`src/rtl/ripple_borrow_subtractor_seq.sv`:
```
// Multi-cycle ripple-borrow subtractor with valid/ready handshakes on both sides.
// Resolves SLICE bits per clock (LSB slice first) and carries the borrow between
// cycles in a flop. Result layout is {borrow_out, difference}, matching the
// adder family's {carry, sum}.
// Optional feature: define SUB_SIGNED_OVF_EN to add the o_overflow output
// (two's-complement overflow of the subtraction, registered with o_result).
module ripple_borrow_subtractor_seq #(
  parameter int unsigned WIDTH = 12,
  parameter int unsigned SLICE = 4
) (
  input  logic             i_clk,
  input  logic             i_rst,
  input  logic             i_valid,
  output logic             o_ready,
  input  logic [WIDTH-1:0] i_sub_term1,
  input  logic [WIDTH-1:0] i_sub_term2,
  output logic             o_valid,
  input  logic             i_ready,
  output logic [WIDTH:0]   o_result
`ifdef SUB_SIGNED_OVF_EN
  ,
  output logic             o_overflow
`endif
);

  localparam int unsigned NSLICES = WIDTH / SLICE;
  localparam int unsigned CNT_W   = (NSLICES > 1) ? $clog2(NSLICES) : 1;
  localparam logic [CNT_W-1:0] LAST_SLICE = CNT_W'(NSLICES - 1);

  typedef enum logic [1:0] {StIdle, StCalc, StDone} state_e;

  state_e           state;
  logic [WIDTH-1:0] op_a;
  logic [WIDTH-1:0] op_b;
  logic [WIDTH-1:0] diff;
  logic             borrow;
  logic [CNT_W-1:0] count;
  logic             ready;
  logic             valid;
  logic [WIDTH:0]   result;
`ifdef SUB_SIGNED_OVF_EN
  logic             overflow;
`endif

  int unsigned      base;
  logic [SLICE-1:0] a_slice;
  logic [SLICE-1:0] b_slice;
  logic [SLICE:0]   slice_sum;
  logic             borrow_next;
  logic [WIDTH-1:0] diff_next;

  // One slice of a + ~b + !borrow_in; the carry out is the inverted borrow.
  always_comb begin
    base        = 32'(count) * SLICE;
    a_slice     = op_a[base +: SLICE];
    b_slice     = op_b[base +: SLICE];
    slice_sum   = {1'b0, a_slice} + {1'b0, ~b_slice} + {{SLICE{1'b0}}, ~borrow};
    borrow_next = ~slice_sum[SLICE];
    diff_next   = diff;
    diff_next[base +: SLICE] = slice_sum[SLICE-1:0];
  end

  // Handshake FSM and datapath state; result registers load only on the final slice.
  always_ff @(posedge i_clk) begin
    if (i_rst) begin
      state    <= StIdle;
      op_a     <= '0;
      op_b     <= '0;
      diff     <= '0;
      borrow   <= 1'b0;
      count    <= '0;
      ready    <= 1'b1;
      valid    <= 1'b0;
      result   <= '0;
`ifdef SUB_SIGNED_OVF_EN
      overflow <= 1'b0;
`endif
    end else begin
      case (state)
        StIdle: begin
          if (i_valid) begin
            op_a   <= i_sub_term1;
            op_b   <= i_sub_term2;
            diff   <= '0;
            borrow <= 1'b0;
            count  <= '0;
            ready  <= 1'b0;
            state  <= StCalc;
          end
        end
        StCalc: begin
          diff   <= diff_next;
          borrow <= borrow_next;
          if (count == LAST_SLICE) begin
            result <= {borrow_next, diff_next};
`ifdef SUB_SIGNED_OVF_EN
            overflow <= (op_a[WIDTH-1] != op_b[WIDTH-1]) &&
                        (diff_next[WIDTH-1] != op_a[WIDTH-1]);
`endif
            valid  <= 1'b1;
            state  <= StDone;
          end else begin
            count <= count + CNT_W'(1);
          end
        end
        StDone: begin
          if (i_ready) begin
            valid <= 1'b0;
            ready <= 1'b1;
            state <= StIdle;
          end
        end
        default: begin
          valid <= 1'b0;
          ready <= 1'b1;
          state <= StIdle;
        end
      endcase
    end
  end

  assign o_ready  = ready;
  assign o_valid  = valid;
  assign o_result = result;
`ifdef SUB_SIGNED_OVF_EN
  assign o_overflow = overflow;
`endif

endmodule

```
`config.mk`:
```
export PLATFORM = sky130hd
export DESIGN_NAME = ripple_borrow_subtractor_seq
export DESIGN_NICKNAME = d
export VERILOG_FILES = /design/src/rtl/ripple_borrow_subtractor_seq.sv
export SDC_FILE = /design/constraint.sdc
export NUM_CORES = 1
export LEC_CHECK = 0
export BUFFER_PORTS_ARGS = -buffer_cell sky130_fd_sc_hd__buf_2
export CORE_ASPECT_RATIO = 2
export CORE_MARGIN = 5
export CORE_UTILIZATION = 53
export DETAILED_ROUTE_END_ITERATION = 7
export PLACE_DENSITY = 0.76
export SLEW_MARGIN = 5
export SYNTH_ARGS = -nofsm -noshare
export SYNTH_HDL_FRONTEND = slang
export SYNTH_SLANG_ARGS = --single-unit
```
`constraint.sdc`:
```
create_clock -name i_clk -period 3.2 [get_ports i_clk]
set_clock_uncertainty 0.05 [all_clocks]
set_input_delay 0.48 -clock i_clk [delete_from_list [all_inputs] [get_ports i_clk]]
set_output_delay 0.48 -clock i_clk [all_outputs]
set_load 0.01 [all_outputs]
```
* Yosys cells after proc, flatten, opt, wreduce, memory -nomap -nowiden *
Index checks and enable logic that the tools add are counted.

operators by class
  add/subtract/negate cells = 4
  shift operators = 4
  order comparisons = 0
  bitwise logic cells = 5
  divide/modulo/power cells = 0
  $mul = 0
  equality and inequality tests = 7
  reductions and logical operators = 9
  muxes and demuxes = 17

operators with widths
  kind                                                                      number
  4-bit negator with 34-bit output                                          1
  4-bit by 34-bit variable shift with 12-bit output (first input constant)  1
  4-bit by 34-bit indexed part select with 12-bit output                    1
  12-bit case mux with 2 select lines                                       1
  12-bit by 5-bit indexed part select with 4-bit output                     2
  12-bit bitwise mux                                                        1
  12-bit two-way mux                                                        1
  3-bit AND reduction                                                       4
  2-bit two-way mux                                                         5
  2-bit != test (second input constant)                                     4
  1-bit case mux with 3 select lines                                        2
  2-bit case mux with 3 select lines                                        1
  2-bit AND reduction                                                       3
  4-bit by 4-bit adder with 5-bit output                                    1
  5-bit by 1-bit adder with 5-bit output                                    1
  2-bit == test (second input constant)                                     2
  1-bit two-way mux                                                         4
  1-bit inverter                                                            4
  4-bit inverter                                                            1
  2-bit case mux with 2 select lines                                        1
  2-bit by 1-bit adder with 2-bit output (second input constant)            1
  2-bit by 1-bit == test with 1-bit output (second input constant)          1
  2-bit logical NOT                                                         1
  1-bit case mux with 2 select lines                                        1
  2-bit nonzero test                                                        1

word-level totals
  memories kept = 0
  input port bits = 28
  logic and storage cells = 55
  RAM bits = 0
  register bits after elaboration = 56
  memory bits (read-only) = 0
  bits in latches = 0

* Longest topological paths before layout *
  depth after elaboration = 7
  gate-level depth with buffers = 10

* Worst setup path after synthesis *
Ideal clock, no wire load.

  path type = reg2reg
  from = reg count[0]
  to = reg diff[10]
  setup slack = 0.664 ns
  stages on the path, launching flop included = 10
  arrival = 2.415 ns
  period minus slack after synthesis = 2.536 ns
  buffers on the path = 0
  cell sequence = dfxtp_1 > inv_1 > nor2_1 > a21oi_1 > fa_1 > fa_1 > xnor2_1 > and2_1 > nand2_1 > a21oi_1

between the ends
  cells in the longest elaborated chain, start to end = 7
  elaborated cells on any way between the ends = 10
  classes of those cells = add/sub (3); shift (4); mux (2); bitwise (1)

ends and longest elaborated chain
  element                                                 RTL line  RTL
  from (decl)                                             37        logic [CNT_W-1:0] count;
  from (signal assigned)                                  103       count <= count + CNT_W'(1);
  12-bit by 5-bit indexed part select with 4-bit output   56        b_slice = op_b[base +: SLICE];
  4-bit inverter                                          57        slice_sum = {1'b0, a_slice} + {1'b0, ~b_slice} + {{SLICE{1'b0}}, ~borrow};
  4-bit by 4-bit adder with 5-bit output                  57
  5-bit by 1-bit adder with 5-bit output                  57
  4-bit by 34-bit indexed part select with 12-bit output  60        diff_next[base +: SLICE] = slice_sum[SLICE-1:0];
  12-bit bitwise mux (*)                                  60
  12-bit case mux with 2 select lines (*)                 79        case (state)
  to (signal assigned)                                    92        diff <= diff_next;
  to (decl)                                               35        logic [WIDTH-1:0] diff;

Every way passes the cells marked *; elsewhere a longest branch is shown, timed or not.
A chain may end at the register's enable or synchronous reset.

* Worst setup path after layout *
  from = reg count[0]
  to = reg diff[6]

Same word-level chain as after synthesis.

==> out/metrics.yaml <==
global_route:
  grt_max_degree: 37
  grt_pass1_vias: 2210
  grtUsageTotal_pct: 19.8
  antenna_found_initial: 0
  grt_pass1_wl_um: 9920
  grt-ovfl-total: 0
route:
  drtIter0Drc: 84
  wire_per_inst_um: 14.6
  ant_nets: 0
  dr.pass1.iters: 4
  drc: 0
  wl_um: 5960
  vias: 2248
  vias_per_cell: 5.50
sta:
  finalSetupViolations: 0
  finalSetupTns_ps: 0
  finalMaxSlewViolations: 0
  period_needed_ps: 2910
  finalHoldViolCount: 0
  fin_crit_sh_pct: 90.9
  max_slew_margin_pct: 52.9
  tightest_slew_ps: 707
  max_freq_mhz: 344
  rsz0062_at_grt: "no"
  timing.hold.ws_ps: 347
final_layout:
  nets: 389
  regArea_um2: 1120
  diodes: 0
  area_growth_pct: 13.4
  stdcell_area_um2: 2990
  multiInputGateArea_um2: 1390
  drive_gt1_share_pct: 18.2
  nFillCells: 451
synthesis:
  yosysSeqAreaShare_pct: 42.5
  synth.area.mux_share_pct: 5.70
  yosysWarnings: 0
  synthSimpleGateAreaFrac_pct: 22.2
  post_synth.cell_area_avg_um2: 8.37
  netlist_area_um2: 2640
  async_flop_share_pct: 0
  synth_compound_area_share_pct: 19.1
  synth-xor-area-share_pct: 0.332
  ys_types: 42
  synthTopCellsByCount: "nand2_1, dfxtp_1, a21oi_1"
  synth_most_common_cell: "nand2_1"
  synth-edff-count: 0
  synth_area_leaders: "dfxtp_1, nand2_1, a21oi_1"
  synth_top_cell_area_share_pct: 42.5
  synthAdderAreaFrac_pct: 5.32
  synth_nets: 353
  synth_top_family_by_area: "simple AND/OR/NAND/NOR gates"
  syn_inst: 315
  synth_area_leader_cell: "dfxtp_1"
  ys.flop_type: "dfxtp_1"
  ys_ff_latch: 56
flow_run:
  max-cap-violations: 0
min_path:
  holdCritStartpoint: "i_sub_term1[0]"
  holdPathStages: 3
  min_path_type: "input pin to flop"
  min_delay_worst_endpoint: "op_a[0]"
setup_path:
  worstPathCellList: "inv_1 > nor2_1 > a21oi_1 > fa_1 > fa_1 > xnor2_1 > and2_1 > nand2_1 > a21oi_1"
  slowest_stage: "dfxtp_1"
  rr_worst_depth: 9
  critPathMaxStageDelay_ps: 600
  end_kind: "flop"
  crit_fanout: 15
  crit_start: "count[0]"
  start_kind: "flop"
  worst_ep_required_time_ps: 3390
  regToRegStartpoint: "count[0]"
  path_class: "flop to flop"
  reg2reg_slack_ps: 290
  crit_family: "adder cells"
  r2r_end: "diff[6]"
  cp_num_buf_inv: 1
  cp.arrival_ps: 3090
power:
  power.density_nw_per_um2: 494
  p_sw_w: 0.000382
  power_frac_comb_pct: 15.8
  worst_ir_drop_vdd_mv: 0.514
  internal_power_w: 0.00109
  netSwitchingFraction_pct: 25.9
  clock_power_share_pct: 33.5
  p_leak_nw: 1.16
  pwr-share-seq_pct: 50.7
outcome:
  status: "finished clean"
clock_network:
  cts_buffers: 5
  clock_latency_ps: 310
  cts_tree: "done"
  cts_max_level: 2
  ctsResizeCount: 0
  cts_setup_buffers: 0
  clock_tree.root_cell: "clkbuf_8"
  ctsLongestPathBuffers: 2
  clock_sinks: 56
  path_clk_slew_ps: 90
  ctsHoldBuffers: 0
placed_design:
  port-buffer-count: 42
  placed_area_um2: 2860
  gp_congestion: 0.920
  place_hpwl_um: 4490
floorplanning:
  rows: 36
  core_area_um2: 4860
  dieArea_um2: 6570
  io_pins: 43
  initial_utilization_pct: 54.2
  die_w_um: 59.9
  die_h_um: 110
layout make-up:
| cell class | count | share of cell area, % |
|---|---|---|
| well taps | 57 | 2.39 |
| repair buffers | 47 | 8.29 |
| clock buffers | 7 | 3.22 |
| multi-input cells | 232 | 46.4 |
| flip-flops and latches | 56 | 37.5 |
| inverters | 9 | 1.13 |
| clock inverters | 1 | 1.01 |
cells in the final DEF (no fill, tap or decap), drive strengths merged, types with 2 or more instances in the layout:
cell,count
and2,2
o31ai,6
nor3b,2
fa,2
nor2b,3
dfxtp,56
clkbuf,7
ha,8
a221oi,3
nand2,61
a211oi,4
nand2b,9
buf,47
nand3b,5
nor2,31
nor3,4
mux2i,15
a21oi,42
inv,9
nand3,2
nand4b,2
o21ai,11
o21a,2
a22oi,7
or3b,2
per-layer routing:
metal / vias up / track usage, % / part of all wire (%)
li1: 1144 / - / -
met1: 1049 / 19.9 / 37
met2: 44 / 36.4 / 56
met3: 11 / 3.17 / 3.6
met4: 0 / 11.3 / 2.6
met5: - / 0 / 0
power groups by stage:
stage	registers (W)	logic, W	clock network (W)
2_1_floorplan	0.000754	0.000173	0
6_report	0.000748	0.000234	0.000495
3_5_place_dp	0.000764	0.000232	0
4_1_cts	0.000748	0.000234	0.000504
5_1_grt	0.000752	0.000261	0.000530
3_3_place_gp	0.000763	0.000226	0
worst register-to-register path, delay by kind of cell, from the launching register on:
| kind | cells | cell delay [ps] |
|---|---|---|
| fa+ha+maj | 2 | 900 |
| flops | 1 | 600 |
| xor+xnor | 1 | 340 |
| buf+inv | 1 | 210 |
| simple gates | 3 | 490 |
| compound gates | 2 | 250 |
worst max-delay path by stage:
stage,to,slack [ps],cells after the start
after floorplan,diff[10],660,9
after global placement,diff[6],460,9
after detailed placement,diff[10],340,9
after CTS,diff[6],290,9
after global routing,diff[6],60,9
final,diff[6],290,9
registers in the layout, summed over array words and instances (netlist names):
signal / flops
op_b: 12
borrow: 1
o_ready: 1
state: 2
o_result: 13
o_valid: 1
op_a: 12
count: 2
diff: 12
cell families after synthesis:
logic type,count (synthesis)
AO/OA/AOI/OAI,81
XOR/XNOR,1
adder cells (fa/ha/maj),10
buffers and inverters,27
flip-flops,56
multiplexers,15
AND/OR/NAND/NOR,125
metrics by stage:
stage          instances  util (%)  setup slack (ps)  power [W]
2_1_floorplan        315         -               664   0.000927
3_3_place_gp         401      58.8               461   0.000989
5_1_grt              409      61.4              57.3    0.00154
6_report             409      61.4               293    0.00148
3_5_place_dp         401      58.8               335   0.000996
4_1_cts              409      61.4               294    0.00149
Power figures use the tool's default switching activity.
